**src/rtl/mem_write_buffer.sv**
```systemverilog
// Posted write buffer between the cache memory port and main memory: writes are acked once
// buffered, matching reads are forwarded, and other reads bypass ahead of pending drains.
module mem_write_buffer #(
   parameter int unsigned DEPTH  = 4,
   parameter int unsigned ADDR_W = 15,
   parameter int unsigned DATA_W = 256
) (
   input  logic                  clk,
   input  logic                  rst,
   input  logic                  c_req_valid,
   input  logic                  c_req_rw,
   input  logic [ADDR_W-1:0]     c_req_addr,
   input  logic [DATA_W-1:0]     c_req_wdata,
   output logic                  c_resp_valid,
   output logic [DATA_W-1:0]     c_resp_rdata,
   output logic                  m_req_valid,
   output logic                  m_req_rw,
   output logic [ADDR_W-1:0]     m_req_addr,
   output logic [DATA_W-1:0]     m_req_wdata,
   input  logic                  m_resp_valid,
   input  logic [DATA_W-1:0]     m_resp_rdata,
   output logic [$clog2(DEPTH):0] wb_count,
   output logic                  wb_empty
);

   localparam int unsigned PTR_W = $clog2(DEPTH);
   localparam int unsigned CNT_W = PTR_W + 1;

   typedef enum logic [1:0] {CIdle, CRdWait, CResp} c_state_e;
   typedef enum logic [1:0] {MIdle, MWaitRd, MWaitWr} m_state_e;

   c_state_e c_state_q, c_state_d;
   m_state_e m_state_q, m_state_d;

   logic [DEPTH-1:0]  valid_q;
   logic [ADDR_W-1:0] addr_q [DEPTH];
   logic [DATA_W-1:0] data_q [DEPTH];
   logic [PTR_W-1:0]  head_q, tail_q;
   logic [CNT_W-1:0]  count_q, count_d;

   logic              rd_pending_q;
   logic [ADDR_W-1:0] rd_addr_q;
   logic              c_resp_valid_q;
   logic [DATA_W-1:0] c_resp_rdata_q;
   logic              m_req_valid_q, m_req_rw_q;
   logic [ADDR_W-1:0] m_req_addr_q;
   logic [DATA_W-1:0] m_req_wdata_q;
   logic              wb_empty_q;

   logic             wr_hit, rd_hit;
   logic [PTR_W-1:0] wr_idx, rd_idx;
   logic             c_accept, do_coalesce, do_push, do_rd_hit, do_rd_miss, rd_done;
   logic             issue_rd, issue_wr, do_pop, head_busy;

   // Hold off sampling while the response pulse is out so a still-held request is not re-taken.
   assign c_accept    = (c_state_q == CIdle) && c_req_valid && !c_resp_valid_q;
   assign do_coalesce = c_accept && c_req_rw && wr_hit;
   assign do_push     = c_accept && c_req_rw && !wr_hit && (count_q != CNT_W'(DEPTH));
   assign do_rd_hit   = c_accept && !c_req_rw && rd_hit;
   assign do_rd_miss  = c_accept && !c_req_rw && !rd_hit;
   assign rd_done     = (c_state_q == CRdWait) && (m_state_q == MWaitRd) && m_resp_valid;

   assign issue_rd  = (m_state_q == MIdle) && rd_pending_q;
   assign issue_wr  = (m_state_q == MIdle) && !rd_pending_q && (count_q != '0);
   assign do_pop    = (m_state_q == MWaitWr) && m_resp_valid;
   // The head is frozen from the edge its drain is issued until it pops.
   assign head_busy = (m_state_q == MWaitWr) || issue_wr;

   always_comb begin
      wr_hit = 1'b0;
      wr_idx = '0;
      rd_hit = 1'b0;
      rd_idx = '0;
      for (int unsigned i = 0; i < DEPTH; i++) begin
         if (valid_q[i] && (addr_q[i] == c_req_addr)) begin
            if (!(head_busy && (PTR_W'(i) == head_q))) begin
               wr_hit = 1'b1;
               wr_idx = PTR_W'(i);
            end
            // A non-head match is always newer than an in-flight head copy.
            if (!rd_hit || (PTR_W'(i) != head_q)) begin
               rd_hit = 1'b1;
               rd_idx = PTR_W'(i);
            end
         end
      end
   end

   always_comb begin
      c_state_d = c_state_q;
      unique case (c_state_q)
         CIdle: begin
            if (do_coalesce || do_push || do_rd_hit) c_state_d = CResp;
            else if (do_rd_miss)                     c_state_d = CRdWait;
         end
         CRdWait: if (rd_done) c_state_d = CResp;
         CResp:   c_state_d = CIdle;
         default: c_state_d = CIdle;
      endcase
   end

   always_comb begin
      m_state_d = m_state_q;
      unique case (m_state_q)
         MIdle: begin
            if (issue_rd)      m_state_d = MWaitRd;
            else if (issue_wr) m_state_d = MWaitWr;
         end
         MWaitRd: if (m_resp_valid) m_state_d = MIdle;
         MWaitWr: if (m_resp_valid) m_state_d = MIdle;
         default: m_state_d = MIdle;
      endcase
   end

   assign count_d = count_q + CNT_W'(do_push) - CNT_W'(do_pop);

   always_ff @(posedge clk or posedge rst) begin
      if (rst) begin
         c_state_q      <= CIdle;
         m_state_q      <= MIdle;
         valid_q        <= '0;
         head_q         <= '0;
         tail_q         <= '0;
         count_q        <= '0;
         rd_pending_q   <= 1'b0;
         rd_addr_q      <= '0;
         c_resp_valid_q <= 1'b0;
         c_resp_rdata_q <= '0;
         m_req_valid_q  <= 1'b0;
         m_req_rw_q     <= 1'b0;
         m_req_addr_q   <= '0;
         m_req_wdata_q  <= '0;
         wb_empty_q     <= 1'b1;
      end else begin
         c_state_q      <= c_state_d;
         m_state_q      <= m_state_d;
         count_q        <= count_d;
         wb_empty_q     <= (count_d == '0);
         c_resp_valid_q <= (c_state_q == CResp);
         m_req_valid_q  <= issue_rd || issue_wr;

         if (do_rd_hit)    c_resp_rdata_q <= data_q[rd_idx];
         else if (rd_done) c_resp_rdata_q <= m_resp_rdata;

         if (do_rd_miss) begin
            rd_pending_q <= 1'b1;
            rd_addr_q    <= c_req_addr;
         end else if (issue_rd) begin
            rd_pending_q <= 1'b0;
         end

         if (issue_rd) begin
            m_req_rw_q   <= 1'b0;
            m_req_addr_q <= rd_addr_q;
         end else if (issue_wr) begin
            m_req_rw_q    <= 1'b1;
            m_req_addr_q  <= addr_q[head_q];
            m_req_wdata_q <= data_q[head_q];
         end

         if (do_push) begin
            valid_q[tail_q] <= 1'b1;
            tail_q          <= tail_q + PTR_W'(1);
         end
         if (do_pop) begin
            valid_q[head_q] <= 1'b0;
            head_q          <= head_q + PTR_W'(1);
         end
      end
   end

   always_ff @(posedge clk) begin
      if (do_push) begin
         addr_q[tail_q] <= c_req_addr;
         data_q[tail_q] <= c_req_wdata;
      end else if (do_coalesce) begin
         data_q[wr_idx] <= c_req_wdata;
      end
   end

   assign c_resp_valid = c_resp_valid_q;
   assign c_resp_rdata = c_resp_rdata_q;
   assign m_req_valid  = m_req_valid_q;
   assign m_req_rw     = m_req_rw_q;
   assign m_req_addr   = m_req_addr_q;
   assign m_req_wdata  = m_req_wdata_q;
   assign wb_count     = count_q;
   assign wb_empty     = wb_empty_q;

endmodule

```
**config.mk**
```make
export PLATFORM = sky130hd
export DESIGN_NAME = mem_write_buffer
export DESIGN_NICKNAME = d
export VERILOG_FILES = /design/src/rtl/mem_write_buffer.sv
export SDC_FILE = /design/constraint.sdc
export NUM_CORES = 2
export LEC_CHECK = 0
export ABC_AREA = 1
export BUFFER_PORTS_ARGS = -buffer_cell sky130_fd_sc_hd__buf_2
export CAP_MARGIN = 10
export CORE_MARGIN = 10
export CORE_UTILIZATION = 25
export CTS_CLUSTER_DIAMETER = 50
export DETAILED_ROUTE_END_ITERATION = 12
export GPL_ROUTABILITY_DRIVEN = 0
export PLACE_DENSITY_LB_ADDON = 0.15
export SYNTH_ARGS = -nofsm -noshare
export SYNTH_HDL_FRONTEND = slang
export SYNTH_SLANG_ARGS = --single-unit
```
**constraint.sdc**
```tcl
create_clock -name clk -period 48 [get_ports clk]
set_input_delay 14.4 -clock clk [delete_from_list [all_inputs] [get_ports clk]]
set_output_delay 14.4 -clock clk [all_outputs]
set_load 0.01 [all_outputs]
```
==> reports/qor.csv <==
metric,value,unit
wire length on met2,150000,µm
vias after detailed routing,63500,
Worst Path Buf+Inv,7,
worst vdd ir,0.0517,mV
total power,0.00536,W
Layout fillers,31600,
"Clk Latency, worst-skew pair",0.92,ns
RSZ-0062 raised after global routing,no,
cts bufs inserted,241,
Synth Instances,8176,
clock skew,0.114,ns
met3 routed WL,23500,µm
DRT Pass-1 Iters,6,
Yosys warnings,0,
CTS sink cnt,1646,
total length of routed wires,321000,µm
Yosys top cell by area,edfxtp_1,
arrival time at the worst endpoint,20.08,ns
flip-flop and latch count after synthesis,1646,
post-synthesis net count,8722,
"Slew Viols, Final",0,
Total GRT Usage,0.187,
Slew @ Worst Pin,1.21,ns
worst reg2reg startpoint,head_q[1],
Fin. Hold Viols,0,
final setup fails,0,
H-tree levels,4,
Floorplan Core Area,303000,µm²
count of cell types in the netlist,42,
Sequential Area,46600,µm²
top cell type's share of synthesized area,0.427,
Post-Synth Simple-Gate Area,0.210,
Die ar.,327000,µm²
outcome,completed,
TritonCTS clock tree,done,
Metal-1 WL,138000,µm
Die Y-Extent,572,µm
"Reg clk slew, reported paths",0.06,ns
CP Cell Sequence,buf_2 -> inv_2 -> nand2_1 -> nand2_1 -> nor3_1 -> nand2_1 -> nor3_2 -> nor2b_4 -> buf_4 -> o21ai_2 -> inv_16 -> buf_4 -> buf_4 -> buf_4 -> nand3_1 -> nand2_1 -> nand2_1,
initial antenna violation count,120,
dpl cells,12800,
post-cts sizing count,0,
Final Cell Area,93400,µm²
global-route wire length before repair,459000,µm
kind of critical path,in -> reg,
DRT antenna net count,0,
CP most frequent cell,nand2_1,
DP HPWL,203000,µm
maximum root-to-sink buffer count,4,
Pwr Density,57.4,nW/µm²
Post-Syn Area,76200,µm²
Fin Hold WS,0.456,ns
post-route insts no fill,13200,
Synth Area in Compound Gates,0.0972,
total gr overflow,0,
crit start category,input port,
leakage,39.8,nW
crit path max fanout,121,
Critical Path RT,48.75,ns
"Top FF cell, synth",edfxtp_1,
buffer count from post-CTS setup fixing,0,
Nets,9561,
Worst path slowest cell,buf_4,
I/O Pins,1066,
Initial Utilization,0.251,
pin count of the biggest net entering global routing,144,
share of layout cells above drive strength 1,0.175,
crit end category,flop,
XOR/XNOR share of the synthesized area,0.000919,
Post-CTS Hold Buffers,0,
crit path time final,19.33,ns
Remaining DRCs,0,
max layer used,met5,
Tcrit/Tclk final,0.403,
Worst setup startpoint,c_req_addr[11],
"slowest stage delay, CP",0.74,ns
Post-synth EDFFs,1084,
HP Start,c_state_q[0],
root buffer cell,clkbuf_16,
max-cap violations,0,
vias in the first global route,62400,
Row Count,202,
Max-Slew Margin vs Limit,0.191,
"CP delay by family, top",buffers and inverters,
Initial DRC Count,5173,
largest family of logic cells by synthesized area,simple AND/OR/NAND/NOR gates,
post-synthesis sequential area ratio,0.611,
Buffers on Ports,1065,
chip width,572,µm
Setup TNS,0,ns
f_max,0.0517,GHz
Layout area overhead,22.5,%
Hold Path Class,reg -> reg,
Synth async-reset ratio,0.341,
Area after DPL,84900,µm²
post-DR wirelength/cell,24.3,µm
mux cell area share after synthesis,0,
Syn Area/Cell,9.32,µm²
Vias/cell,4.80,
"top cells by area, synth","edfxtp_1, dfrtp_1, nand2_1",
area of the multi-input gates,23800,µm²
adder-cell share of the synthesized area,0.00240,
-- final timing paths --
path	slack [ns]	to	cells after the start
worst max-delay path	28.67	c_resp_rdata[100]	17
worst min-delay path	0.46	c_resp_valid	1
worst max register to register	41.26	data_q[2][100]	14
worst min register to register	0.46	c_resp_valid	1
max in group asynchronous	31.19	m_req_wdata[78]	5
min in group asynchronous	13.53	c_resp_rdata[240]	2
-- cell usage in the layout (no fill, tap or decap), types with 19 or more instances in the layout --
cell and instances:
clkinv_2 31, nor2_1 849, bufinv_16 26, inv_1 842, clkinv_4 22, buf_4 106, buf_2 1065, clkbuf_8 19
clkbuf_16 248, a21oi_1 542, inv_6 20, edfxtp_1 1084, dfrtp_1 559, diode_2 40, a31oi_1 256, nand3b_1 256
o21ai_0 591, clkbuf_1 43, nand2_1 1492, nand3_1 1032
-- per-layer routing --
metal / track usage / vias up
met1: 0.246 / 31300
met2: 0.306 / 2330
met3: 0.0416 / 581
met5: 0 / -
li1: - / 29300
met4: 0.0574 / 82
-- registers in the layout, summed over array words and instances (netlist names) --
signal and cells:
m_state_q 2, head_q 2, data_q 1024, rd_addr_q 15, wb_count 3, rd_pending_q 1
addr_q 60, m_req_valid 1, m_req_addr 15, m_req_wdata 256, c_resp_rdata 256, valid_q 4
tail_q 2, wb_empty 1, m_req_rw 1, c_resp_valid 1, c_state_q 2
-- stage by stage --
step,worst slack [ns],utilization
3_5_place_dp,27.79,0.280
4_1_cts,28.77,0.308
6_report,28.67,0.308
5_1_grt,28.41,0.308
2_1_floorplan,17.88,-
3_3_place_gp,27.80,0.280
-- kinds of logic after synthesis --
group	Yosys count
buf+inv	1445
compound gates	1410
xor+xnor	8
flops	1646
fa+ha+maj	14
simple gates	3653
-- power by group --
group	switching, W	internal [W]
Combinational	0.00105	0.000463
Clock	0.000708	0.00112
Sequential	0.000219	0.00180
-- cell type report --
cell class                      instances  share of cell area
Tap cell                             3978              0.0533
Multi-Input combinational cell       5085               0.255
Antenna cell                           40             0.00107
Timing Repair Buffer                 1177              0.0669
Inverter                              864              0.0353
Clock inverter                        142              0.0181
Sequential cell                      1646               0.499
Clock buffer                          310              0.0710
-- Yosys cell counts (2+ instances only) --
cell	n
buf_1	35
nand3_1	1032
a21oi_1	542
ha_1	13
nor3_1	2
or2_1	3
dfrtp_1	561
buf_6	11
nand3b_1	256
inv_1	844
xor2_1	2
a31oi_1	256
buf_4	19
o22ai_1	5
nor2_1	853
o211ai_1	4
xnor2_1	6
nand2_2	4
nand2_1	1492
inv_2	16
nand4_1	3
o21a_1	3
o21ai_0	591
o21ai_1	6
clkbuf_1	246
edfxtp_1	1084
buf_2	270
clkinv_1	3
Power figures use the tool's default switching activity.
